`src/rtl/cmd_mreq_exec.sv`:
```
// cmd_mreq_exec
// Executes one decoded memory request (MWRITE / MREAD) from the command
// receiver as a sequence of Wishbone-classic single transfers.
//   i_clk, i_rst            : clock, synchronous active-high reset
//   i_mreq_*                : request handshake and fields, sampled in IDLE only
//   o_mreq_ready            : one-cycle pulse when the request has fully completed
//   i_rx_* / o_rx_ready     : write-data byte stream, consumed lowest lane first
//   o_tx_* / i_tx_ready     : read-data byte stream, produced lowest lane first
//   o_wb_* / i_wb_*         : Wishbone-classic master (word addressed)
//   o_err_timeout           : sticky, set when any transfer of the request timed out
// All outputs come straight from flops. Each output register is loaded from
// the next-state value, so it changes in the same cycle as the state.
module cmd_mreq_exec #(
    parameter int unsigned TIMEOUT = 255
) (
    input  logic        i_clk,
    input  logic        i_rst,
    input  logic        i_mreq_valid,
    output logic        o_mreq_ready,
    input  logic        i_mreq_wr,
    input  logic [1:0]  i_mreq_wsize,
    input  logic        i_mreq_aincr,
    input  logic [7:0]  i_mreq_size,
    input  logic [31:0] i_mreq_addr,
    input  logic        i_rx_valid,
    input  logic [7:0]  i_rx_data,
    output logic        o_rx_ready,
    output logic        o_tx_valid,
    output logic [7:0]  o_tx_data,
    input  logic        i_tx_ready,
    output logic        o_wb_cyc,
    output logic        o_wb_stb,
    output logic        o_wb_we,
    output logic [29:0] o_wb_adr,
    output logic [31:0] o_wb_dat,
    output logic [3:0]  o_wb_sel,
    input  logic [31:0] i_wb_dat,
    input  logic        i_wb_ack,
    output logic        o_err_timeout
);

    localparam logic [2:0] ST_IDLE      = 3'd0;
    localparam logic [2:0] ST_WR_GATHER = 3'd1;
    localparam logic [2:0] ST_WR_BUS    = 3'd2;
    localparam logic [2:0] ST_RD_BUS    = 3'd3;
    localparam logic [2:0] ST_RD_SEND   = 3'd4;
    localparam logic [2:0] ST_DONE      = 3'd5;

    // Counter value on the TIMEOUT-th stb cycle without ack.
    localparam logic [15:0] TMO_LAST = 16'(TIMEOUT - 1);

    // Lowest byte lane of a word of size ws at byte offset a.
    function automatic logic [1:0] lane_base(input logic [1:0] ws, input logic [1:0] a);
        logic [1:0] b;
        case (ws)
            2'd0:    b = a;
            2'd1:    b = {a[1], 1'b0};
            default: b = 2'd0;
        endcase
        return b;
    endfunction

    // Index of the last byte within a word (byte count minus one).
    function automatic logic [1:0] last_idx(input logic [1:0] ws);
        logic [1:0] l;
        case (ws)
            2'd0:    l = 2'd0;
            2'd1:    l = 2'd1;
            default: l = 2'd3;
        endcase
        return l;
    endfunction

    // Byte-lane enables for a word of size ws at byte offset a.
    function automatic logic [3:0] lane_sel(input logic [1:0] ws, input logic [1:0] a);
        logic [3:0] s;
        case (ws)
            2'd0:    s = 4'b0001 << a;
            2'd1:    s = a[1] ? 4'b1100 : 4'b0011;
            default: s = 4'b1111;
        endcase
        return s;
    endfunction

    // Captured request; wsize_r is normalised so that 3 never appears.
    logic [2:0]  state_r,    state_s;
    logic        wr_r,       wr_s;
    logic [1:0]  wsize_r,    wsize_s;
    logic        aincr_r,    aincr_s;
    logic [7:0]  size_r,     size_s;
    logic [31:0] addr_r,     addr_s;
    logic [7:0]  word_cnt_r, word_cnt_s;
    logic [1:0]  byte_idx_r, byte_idx_s;
    logic [31:0] data_r,     data_s;
    logic [15:0] tmo_cnt_r,  tmo_cnt_s;
    logic        err_r,      err_s;

    logic        stb_r,      stb_s;
    logic        we_r,       we_s;
    logic [3:0]  sel_r,      sel_s;
    logic        rx_ready_r, rx_ready_s;
    logic        tx_valid_r, tx_valid_s;
    logic [7:0]  tx_data_r,  tx_data_s;
    logic        ready_r,    ready_s;

    logic [1:0]  lane_s;
    logic [1:0]  out_lane_s;
    logic        last_byte_s;
    logic        last_word_s;
    logic        tmo_hit_s;
    logic        next_word_s;
    logic [31:0] step_s;

    // Next-state, datapath and registered-output computation.
    always_comb begin
        state_s     = state_r;
        wr_s        = wr_r;
        wsize_s     = wsize_r;
        aincr_s     = aincr_r;
        size_s      = size_r;
        addr_s      = addr_r;
        word_cnt_s  = word_cnt_r;
        byte_idx_s  = byte_idx_r;
        data_s      = data_r;
        tmo_cnt_s   = tmo_cnt_r;
        err_s       = err_r;
        next_word_s = 1'b0;

        lane_s      = lane_base(wsize_r, addr_r[1:0]) + byte_idx_r;
        last_byte_s = (byte_idx_r == last_idx(wsize_r));
        last_word_s = (word_cnt_r == size_r);
        tmo_hit_s   = (tmo_cnt_r == TMO_LAST);
        step_s      = aincr_r ? (32'd1 << wsize_r) : 32'd0;

        case (state_r)
            ST_IDLE: begin
                if (i_mreq_valid) begin
                    wr_s       = i_mreq_wr;
                    wsize_s    = (i_mreq_wsize == 2'd3) ? 2'd2 : i_mreq_wsize;
                    aincr_s    = i_mreq_aincr;
                    size_s     = i_mreq_size;
                    addr_s     = i_mreq_addr;
                    word_cnt_s = 8'd0;
                    byte_idx_s = 2'd0;
                    data_s     = 32'd0;
                    tmo_cnt_s  = 16'd0;
                    err_s      = 1'b0;
                    state_s    = i_mreq_wr ? ST_WR_GATHER : ST_RD_BUS;
                end else begin
                    state_s = ST_IDLE;
                end
            end
            ST_WR_GATHER: begin
                if (i_rx_valid && rx_ready_r) begin
                    data_s[{lane_s, 3'b000} +: 8] = i_rx_data;
                    if (last_byte_s) begin
                        byte_idx_s = 2'd0;
                        tmo_cnt_s  = 16'd0;
                        state_s    = ST_WR_BUS;
                    end else begin
                        byte_idx_s = byte_idx_r + 2'd1;
                    end
                end else begin
                    state_s = ST_WR_GATHER;
                end
            end
            ST_WR_BUS: begin
                // A timed-out write is dropped but still counts as a word.
                if (i_wb_ack) begin
                    next_word_s = 1'b1;
                end else if (tmo_hit_s) begin
                    err_s       = 1'b1;
                    next_word_s = 1'b1;
                end else begin
                    tmo_cnt_s = tmo_cnt_r + 16'd1;
                end
            end
            ST_RD_BUS: begin
                // A timed-out read still streams out its bytes, as zeros.
                if (i_wb_ack) begin
                    data_s     = i_wb_dat;
                    byte_idx_s = 2'd0;
                    state_s    = ST_RD_SEND;
                end else if (tmo_hit_s) begin
                    data_s     = 32'd0;
                    err_s      = 1'b1;
                    byte_idx_s = 2'd0;
                    state_s    = ST_RD_SEND;
                end else begin
                    tmo_cnt_s = tmo_cnt_r + 16'd1;
                end
            end
            ST_RD_SEND: begin
                if (tx_valid_r && i_tx_ready) begin
                    if (last_byte_s) begin
                        next_word_s = 1'b1;
                    end else begin
                        byte_idx_s = byte_idx_r + 2'd1;
                    end
                end else begin
                    state_s = ST_RD_SEND;
                end
            end
            ST_DONE: begin
                state_s = ST_IDLE;
            end
            default: begin
                state_s = ST_IDLE;
            end
        endcase

        // Word finished: either close the request or set up the next word.
        if (next_word_s) begin
            byte_idx_s = 2'd0;
            tmo_cnt_s  = 16'd0;
            if (last_word_s) begin
                state_s = ST_DONE;
            end else begin
                word_cnt_s = word_cnt_r + 8'd1;
                addr_s     = addr_r + step_s;
                data_s     = 32'd0;
                state_s    = wr_r ? ST_WR_GATHER : ST_RD_BUS;
            end
        end else begin
            state_s = state_s;
        end

        out_lane_s = lane_base(wsize_s, addr_s[1:0]) + byte_idx_s;
        stb_s      = (state_s == ST_WR_BUS) || (state_s == ST_RD_BUS);
        we_s       = (state_s == ST_WR_BUS);
        sel_s      = stb_s ? lane_sel(wsize_s, addr_s[1:0]) : 4'd0;
        rx_ready_s = (state_s == ST_WR_GATHER);
        tx_valid_s = (state_s == ST_RD_SEND);
        tx_data_s  = tx_valid_s ? data_s[{out_lane_s, 3'b000} +: 8] : 8'd0;
        ready_s    = (state_s == ST_DONE);
    end

    // State, datapath and output registers with synchronous reset.
    always_ff @(posedge i_clk) begin
        if (i_rst) begin
            state_r    <= ST_IDLE;
            wr_r       <= 1'b0;
            wsize_r    <= 2'd0;
            aincr_r    <= 1'b0;
            size_r     <= 8'd0;
            addr_r     <= 32'd0;
            word_cnt_r <= 8'd0;
            byte_idx_r <= 2'd0;
            data_r     <= 32'd0;
            tmo_cnt_r  <= 16'd0;
            err_r      <= 1'b0;
            stb_r      <= 1'b0;
            we_r       <= 1'b0;
            sel_r      <= 4'd0;
            rx_ready_r <= 1'b0;
            tx_valid_r <= 1'b0;
            tx_data_r  <= 8'd0;
            ready_r    <= 1'b0;
        end else begin
            state_r    <= state_s;
            wr_r       <= wr_s;
            wsize_r    <= wsize_s;
            aincr_r    <= aincr_s;
            size_r     <= size_s;
            addr_r     <= addr_s;
            word_cnt_r <= word_cnt_s;
            byte_idx_r <= byte_idx_s;
            data_r     <= data_s;
            tmo_cnt_r  <= tmo_cnt_s;
            err_r      <= err_s;
            stb_r      <= stb_s;
            we_r       <= we_s;
            sel_r      <= sel_s;
            rx_ready_r <= rx_ready_s;
            tx_valid_r <= tx_valid_s;
            tx_data_r  <= tx_data_s;
            ready_r    <= ready_s;
        end
    end

    assign o_mreq_ready  = ready_r;
    assign o_rx_ready    = rx_ready_r;
    assign o_tx_valid    = tx_valid_r;
    assign o_tx_data     = tx_data_r;
    assign o_wb_cyc      = stb_r;
    assign o_wb_stb      = stb_r;
    assign o_wb_we       = we_r;
    assign o_wb_adr      = addr_r[31:2];
    assign o_wb_dat      = data_r;
    assign o_wb_sel      = sel_r;
    assign o_err_timeout = err_r;

endmodule

```
`config.mk`:
```
export PLATFORM = sky130hd
export DESIGN_NAME = cmd_mreq_exec
export DESIGN_NICKNAME = d
export VERILOG_FILES = /design/src/rtl/cmd_mreq_exec.sv
export SDC_FILE = /design/constraint.sdc
export NUM_CORES = 1
export LEC_CHECK = 0
export CAP_MARGIN = 5
export CORE_UTILIZATION = 34
export CTS_CLUSTER_DIAMETER = 100
export DETAILED_ROUTE_END_ITERATION = 8
export PLACE_DENSITY = 0.71
export SLEW_MARGIN = 40
export SYNTH_ARGS = -nofsm -noshare
export SYNTH_HDL_FRONTEND = slang
export SYNTH_SLANG_ARGS = --single-unit
```
`constraint.sdc`:
```
create_clock -name i_clk -period 8.55 [get_ports i_clk]
set_input_delay 1.2825 -clock i_clk [delete_from_list [all_inputs] [get_ports i_clk]]
set_output_delay 1.2825 -clock i_clk [all_outputs]
set_load 0.005 [all_outputs]
```
# --- After elaboration in Yosys (flattened, before gate mapping) ---
# Index checks and enable logic that the tools add are counted.
word_totals:
  ff_bits: 123
op_classes:
  n_mux: 60
  n_shift: 5
  n_reduce_logical: 15
  n_eq_ne: 21
  n_bitwise: 2
  addsub: 7
op_table:
  columns: ["op", "n"]
  rows:
  - ["$mux 32", 11]
  - ["$pmux 32 s3", 1]
  - ["$mux 16", 5]
  - ["$pmux 16 s3", 1]
  - ["$add 32x32->32", 1]
  - ["$bwmux 32", 1]
  - ["$mux 8", 4]
  - ["$shift 8x7->32 const A", 1]
  - ["$shiftx 32x6->8", 1]
  - ["$shiftx 8x7->32", 1]
  - ["$shl 1x2->32 const A", 1]
  - ["$mux 2", 14]
  - ["$mux 3", 7]
  - ["$add 16x1->16 const B", 1]
  - ["$eq 16x8->1 const B", 1]
  - ["$pmux 3 s5", 1]
  - ["$eq 3x2->1 const B", 4]
  - ["$pmux 2 s2", 3]
  - ["$ne 2x2->1 const B", 5]
  - ["$eq 3x3->1 const B", 3]
  - ["$add 8x1->8 const B", 1]
  - ["$eq 8x8->1", 1]
  - ["$pmux 2 s4", 1]
  - ["$pmux 4 s2", 1]
  - ["other kinds (23)", 39]

# --- Depth between registers and ports, before layout ---
# Gate-level depths: netlist of run 1.
depth:
  word_depth: 11
  depth_mapped: 15
  ltp_nobuf: 14

# --- Least setup slack after synthesis of run 1 ---
# No wires, ideal clock.
synth_path:
  path_type: "input -> register"
  from: "in i_mreq_valid"
  to: "reg tx_data_r[6] (netlist: o_tx_data[6])"
  arrival_time_ns: 3.393
  path_buffers: 2
  stages: 13
  setup_ns: 0.092
  setup_slack_ns: 5.066
  cell_sequence: "or4b_1 clkbuf_1 nand2_1 nand2_1 mux2i_1 nor2_1 ha_1 xnor2_1 nand4b_1 o211ai_2 buf_4 and3_1 nor4_1"
synth_via:
  elab_chain_len: 7
  elab_cells_between_ends: 24
synth_lines:
  columns: ["element", "line_no", "rtl"]
  rows:
  - ["start, declared", "18", "input logic i_mreq_valid,"]
  - ["$mux 32", "137", "if (i_mreq_valid) begin"]
  - ["$mux 32", "135", "case (state_r)"]
  - ["$mux 32", "216", "if (last_word_s) begin"]
  - ["$mux 32", "213", "if (next_word_s) begin"]
  - ["$pmux 2 s2", "55", "case (ws)"]
  - ["$add 2x2->2", "228", "out_lane_s = lane_base(wsize_s, addr_s[1:0]) + byte_idx_s;"]
  - ["$shiftx 32x6->8", "234", "tx_data_s = tx_valid_s ? data_s[{out_lane_s, 3'b000} +: 8] : 8'd0;"]
  - ["end signal, assigned", "276", "tx_data_r <= tx_data_s;"]
  - ["end, declared", "103", "logic [7:0] tx_data_r, tx_data_s;"]
# Parallel ways exist; a longest one is shown, timed or not.
# A chain may end at the register's enable or synchronous reset.

# --- Worst setup path after layout of run 1 ---
layout_path:
  from: "in i_mreq_valid"
  to: "reg tx_data_r[1] (netlist: o_tx_data[1])"
# Same word-level chain as after synthesis.

==> results of run 1 <==
-- cells in the final DEF, fill, tap and decap left out, types with 16 or more instances in the layout --
cell             Yosys  final
a31oi_1             16     16
xor2_1              23     23
clkdlybuf4s50_1      0    169
nor2_1              88     88
o21ai_0             33     33
and3_1              28     28
clkbuf_16            0     17
a21oi_1             86     84
nand2_1            102    102
nand3_1             24     24
nor3_1              17     16
dfxtp_1            123    123
-- where the power goes --
group | total, uW | switching [uW] | internal, uW
registers | 706 | 75.8 | 630
clock network | 671 | 266 | 405
logic | 636 | 360 | 275
-- state kept, by name (all words and copies together) (netlist names), 2 cells and up --
register / flops
word_cnt_r: 8
state_r: 3
o_tx_data: 8
o_wb_sel: 4
wsize_r: 2
size_r: 8
byte_idx_r: 2
addr_r: 32
o_wb_dat: 32
tmo_cnt_r: 16
-- cell families after synthesis --
kind of cell | count (synthesis) | share of synthesized area
XOR/XNOR | 28 | 0.0387
multiplexers | 7 | 0.0105
AND/OR/NAND/NOR | 365 | 0.280
buffers and inverters | 94 | 0.0739
adder cells (fa/ha/maj) | 13 | 0.0243
AO/OA/AOI/OAI | 230 | 0.221
flip-flops | 123 | 0.351
-- cell usage after synthesis, drive strengths merged (5+ instances only) --
cell type  count
clkbuf        28
a21oi         86
a222oi         8
nor3          18
and3          28
and4           6
buf           52
dfxtp        123
o21ai         36
a22oi          6
and3b          7
o211ai         6
inv           14
nor2          89
nand3         25
nand4         13
a31oi         16
nand2b         8
xor2          23
a21o           7
a22o          15
ha            12
nor4          19
and2           9
nand2        102
xnor2          5
nand3b         5
a211o          8
or3           12
nor2b          8
-- final timing paths --
check	startpoint	endpoint	slack (ps)	cells past startpoint
hold reg to reg	size_r[1]	size_r[1]	470	2
setup / recovery	i_mreq_valid	o_tx_data[1]	4450	13
setup reg to reg	wsize_r[1]	o_tx_data[4]	4810	13
hold / removal	size_r[1]	size_r[1]	470	2
-- per-layer routing --
metal,GRT usage,up-vias,routed length (um)
li1,-,3331,-
met1,0.256,3211,9130
met2,0.320,273,9540
met3,0.0589,25,1700
met4,0.0532,0,237
met5,0,-,0
-- final cells by class --
class                           instances  area, um^2  share of cell area
Tap cell                              270         338              0.0366
Multi-Input combinational cell        643        4070               0.441
Timing Repair Buffer                  179        1760               0.191
Inverter                               14        52.6             0.00569
Sequential cell                       123        2460               0.267
Clock buffer                           21         450              0.0488
Clock inverter                         11        96.3              0.0104
-- per-stage QoR --
| stage | area [um^2] | hold slack, ps | worst slack, ps | utilization | total power, uW |
|---|---|---|---|---|---|
| final | 9240 | 468 | 4450 | 0.456 | 2010 |
| after detailed placement | 8670 | 462 | 3880 | 0.429 | 1340 |
| after floorplan | 7010 | 448 | 5070 | - | 1120 |
| after global routing | 9240 | 490 | 4300 | 0.456 | 2120 |
| after global placement | 8670 | 456 | 4000 | 0.429 | 1330 |
| after CTS | 9220 | 470 | 4290 | 0.456 | 2020 |
-- worst max-delay path, stage by stage --
cell             delay, ps
clkdlybuf4s50_1        610
or4b_1                 460
buf_4                  250
nand2_1                100
nand2_1                 60
mux2i_1                220
nor2_1                  90
ha_2                   190
xnor2_1                200
nand2b_1               120
o211ai_4               470
and3_1                 270
nor4_2                  50
==> results by group, run 1 <==
Run status
  – Status: completed

Clock tree
  – Clk root buf: clkbuf_16
  – Worst-path clk slew: 60 ps
  – Clock Tree Buf Depth: 2
  – PostCTS Resize Cnt: 0
  – H-tree Lvls: 4
  – Setup bufs post-CTS: 0
  – CTS Sinks: 123
  – CTS Hold Buffers Added: 0
  – CTS buffer count: 17
  – Clock Latency Late Sink: 420 ps
  – CTS tree: done

Synthesis
  – Post-synth EDFFs: 0
  – Ys Warns: 0
  – #FFs+latches synth: 123
  – Avg Synthesized Cell Area: 8.15 um^2
  – Mapped Nets: 963
  – Main synth FF type: dfxtp_1
  – Synth top area share: 0.351
  – Synth Cell Area: 7010 um^2
  – Largest cells by area after synthesis: dfxtp_1 35%, a21oi_1 6.1%, nand2_1 5.5%
  – Synth unique cells: 89
  – Asr flop ratio synth: 0
  – Cells after Synth: 860
  – Sequential share of the synthesized area: 0.351
  – Leading area contributor after synthesis: dfxtp_1

STA
  – Fin crit share: 0.479
  – Final Slew Violations: 0
  – Final Hold Fails: 0
  – Tightest Pin Transition: 875 ps
  – Min Clock Period, post-route: 4100 ps
  – # setup viols final: 0
  – Fmax achieved: 0.244 GHz
  – Clk_skew: 8.44 ps
  – RSZ-0062 raised after global routing: no
  – Setup TNS: 0 ps
  – Rel. slew slack: 0.416

Detailed routing
  – ANT nets after route: 0
  – Drt drc: 0
  – 1st-iter DRT viols: 515
  – Post-Route WL: 20,600 um
  – Drt first pass iters: 5
  – Total number of vias: 6,840
  – Average wire per standard cell: 16.3 um
  – Vias per inst: 5.42

Setup path
  – CP arrival: 4380 ps
  – Worst endpoint required time: 8830 ps
  – Crit start category: primary input
  – Critical path class: in2reg
  – Worst setup EP type: flip-flop
  – Worst Path Max Fanout: 27

Pwr
  – P_leak: 0.00345 uW
  – VDD IR max: 0.147 mV
  – P per Cell Area: 218 nW/um^2

Global route
  – GRT Util Overall: 0.198
  – First-pass GRT wire length: 34,000 um
  – GR Overflow Total: 0
  – Initial antenna violation count: 0
  – Vias in the first global route: 6,646
  – Largest net degree at the start of global routing: 65

Floorplan
  – # rows: 52
  – I/O pins: 171
  – Die H: 146 um
  – Die W: 146 um
  – Initial core utilization: 0.347
  – Die ar.: 21,200 um^2
  – Core area: 20,200 um^2

Layout
  – Fillers: 1,990
  – Fin cells: 1,261
  – Inserted Diodes: 0
  – Share of cells above drive strength 1: 0.0757
  – Final nets: 1,081
  – Synth-to-Final Area Change: 31.7%

Placement
  – IO buf count: 170
  – Placed insts: 1,229
  – Post-DP HPWL: 14,200 um
  – RD Place Congestion: 0.842

Hold path
  – Hold Crit Class: reg2reg

Run
  – Max-Cap Viols: 0
No activity file was read; power rests on OpenSTA's default activity.
==> inputs of run 2 (changes only) <==
- PLACE_DENSITY: 0.71 -> 0.73
- clock period: 8.55 -> 3.7 ns (I/O delays scaled with it)
==> results by group, run 2 (synthesis gave the netlist of run 1 again) <==
Clock tree
  – PostCTS Resize Cnt: 0
  – Setup bufs post-CTS: 0
  – Worst-path clk slew: 60 ps
  – CTS tree: done
  – Clock Latency Late Sink: 420 ps
  – Clk root buf: clkbuf_16
  – CTS buffer count: 17
  – H-tree Lvls: 4
  – CTS Hold Buffers Added: 0
  – Clock Tree Buf Depth: 2
  – CTS Sinks: 123

STA
  – Final Hold Fails: 0
  – Tightest Pin Transition: 721 ps
  – Final setup margin: 406 ps
  – Hold Slack: 469 ps
  – Fin crit share: 0.890
  – # setup viols final: 0
  – Min Clock Period, post-route: 3290 ps
  – Clk_skew: 7.56 ps
  – Setup TNS: 0 ps
  – Fmax achieved: 0.304 GHz
  – Final Slew Violations: 0
  – Rel. slew slack: 0.519
  – RSZ-0062 raised after global routing: no

Setup path
  – Reg2Reg Launch Point: wsize_r[1]
  – CP arrival: 3610 ps
  – Worst Reg-to-Reg Cells: 14
  – Reg-to-Reg End: o_tx_data[6]
  – Worst setup EP type: flip-flop
  – Worst endpoint required time: 4020 ps
  – Critical path class: reg2reg
  – Worst Path Max Fanout: 5
  – Worst R2R Setup Slack: 410 ps
  – Crit start category: flip-flop

Global route
  – GR Overflow Total: 0
  – Vias in the first global route: 6,485
  – GRT busiest layer: met2
  – Met1 GRT Util: 0.248
  – First-pass GRT wire length: 33,300 um
  – Met3 Use GR: 0.0583
  – GRT Util Overall: 0.195
  – Initial antenna violation count: 2
  – Largest net degree at the start of global routing: 52
  – Met2 global-route usage: 0.315

Layout
  – Share of cells above drive strength 1: 0.0886
  – Synth-to-Final Area Change: 34.2%
  – Final nets: 1,095
  – Fin cells: 1,274
  – Inserted Diodes: 0
  – Commonest non-fill, non-tap cell in the layout: clkdlybuf4s50_1
  – Most frequent cells in the layout: 169 x clkdlybuf4s50_1, 123 x dfxtp_1, 102 x nand2_1

Detailed routing
  – Drt first pass iters: 4
  – Post-Route WL: 20,700 um
  – Total number of vias: 6,898
  – ANT nets after route: 0
  – Vias per inst: 5.41
  – 1st-iter DRT viols: 415
  – Drt drc: 0
  – Average wire per standard cell: 16.3 um

Pwr
  – P per Cell Area: 524 nW/um^2
  – Power Total: 4930 uW
  – VDD IR max: 0.415 mV
  – P_leak: 0.00358 uW

Placement
  – Placed insts: 1,243
  – Post-DP HPWL: 14,400 um
  – DP Worst Slack: 68.8 ps
  – IO buf count: 170
  – RD Place Congestion: 0.834

Hold path
  – Hold endpoint: size_r[2]
  – Hold Crit Class: reg2reg
  – Worst Hold Depth: 2
  – Hold Startpoint: size_r[2]

Floorplan
  – Die W: 146 um
  – Initial core utilization: 0.347
  – Die H: 146 um
  – Core area: 20,200 um^2
  – # rows: 52
  – I/O pins: 171
  – Die ar.: 21,200 um^2

Run
  – Max-Cap Viols: 0

Run status
  – Status: completed
-- run 2: worst max-delay path by stage --
stage	startpoint	to	slack [ps]	cells past startpoint
5_1_grt	tmo_cnt_r[1]	o_tx_data[3]	100	14
4_1_cts	wsize_r[1]	o_tx_data[6]	390	14
6_report	wsize_r[1]	o_tx_data[6]	410	14
2_1_floorplan	wsize_r[1]	o_tx_data[0]	570	14
3_5_place_dp	i_mreq_valid	o_tx_data[6]	70	13
3_3_place_gp	i_mreq_valid	o_tx_data[3]	170	13
-- run 2: worst max-delay path: stages (launching register included) --
cell     delay [ps]
dfxtp_1         310
nor2_1          170
and2_1          170
ha_1            180
xnor2_2         110
xnor2_4         250
inv_2           120
ha_1            360
or3_1           410
nor4_4          270
buf_4           220
a22o_1          120
a21oi_1          50
and3b_1         180
nor4_1          270
-- run 2: per-layer routing --
layer | vias to the layer above | part of all wire
met5 | - | 0.0012
met4 | 4 | 0.010
met3 | 22 | 0.091
met2 | 282 | 0.46
met1 | 3229 | 0.44
li1 | 3361 | -
-- run 2: per-stage QoR --
stage,util,cell area (um^2)
floorplan,-,7010
global placement,0.434,8780
detailed placement,0.434,8780
CTS,0.465,9410
global route,0.465,9410
finish,0.465,9410
-- run 2: power by group --
| part | switching [uW] | internal [uW] |
|---|---|---|
| Clock | 616 | 1170 |
| Sequential | 158 | 1460 |
| Combinational | 853 | 673 |
-- run 2: area by class of cell --
class                      count  area [um^2]
fill                        1940        10800
multi-input combinational    643         4060
sequential                   123         2460
timing repair buffer         193         1870
clock buffer                  20          467
tap                          270          338
clock inverter                11          168
inverter                      14         52.6
==> inputs of run 3 (changes only) <==
- CTS_CLUSTER_SIZE: not set -> 25
==> results of run 3 <==
No change in the layout: final DEF, timing and power equal those of run 2.
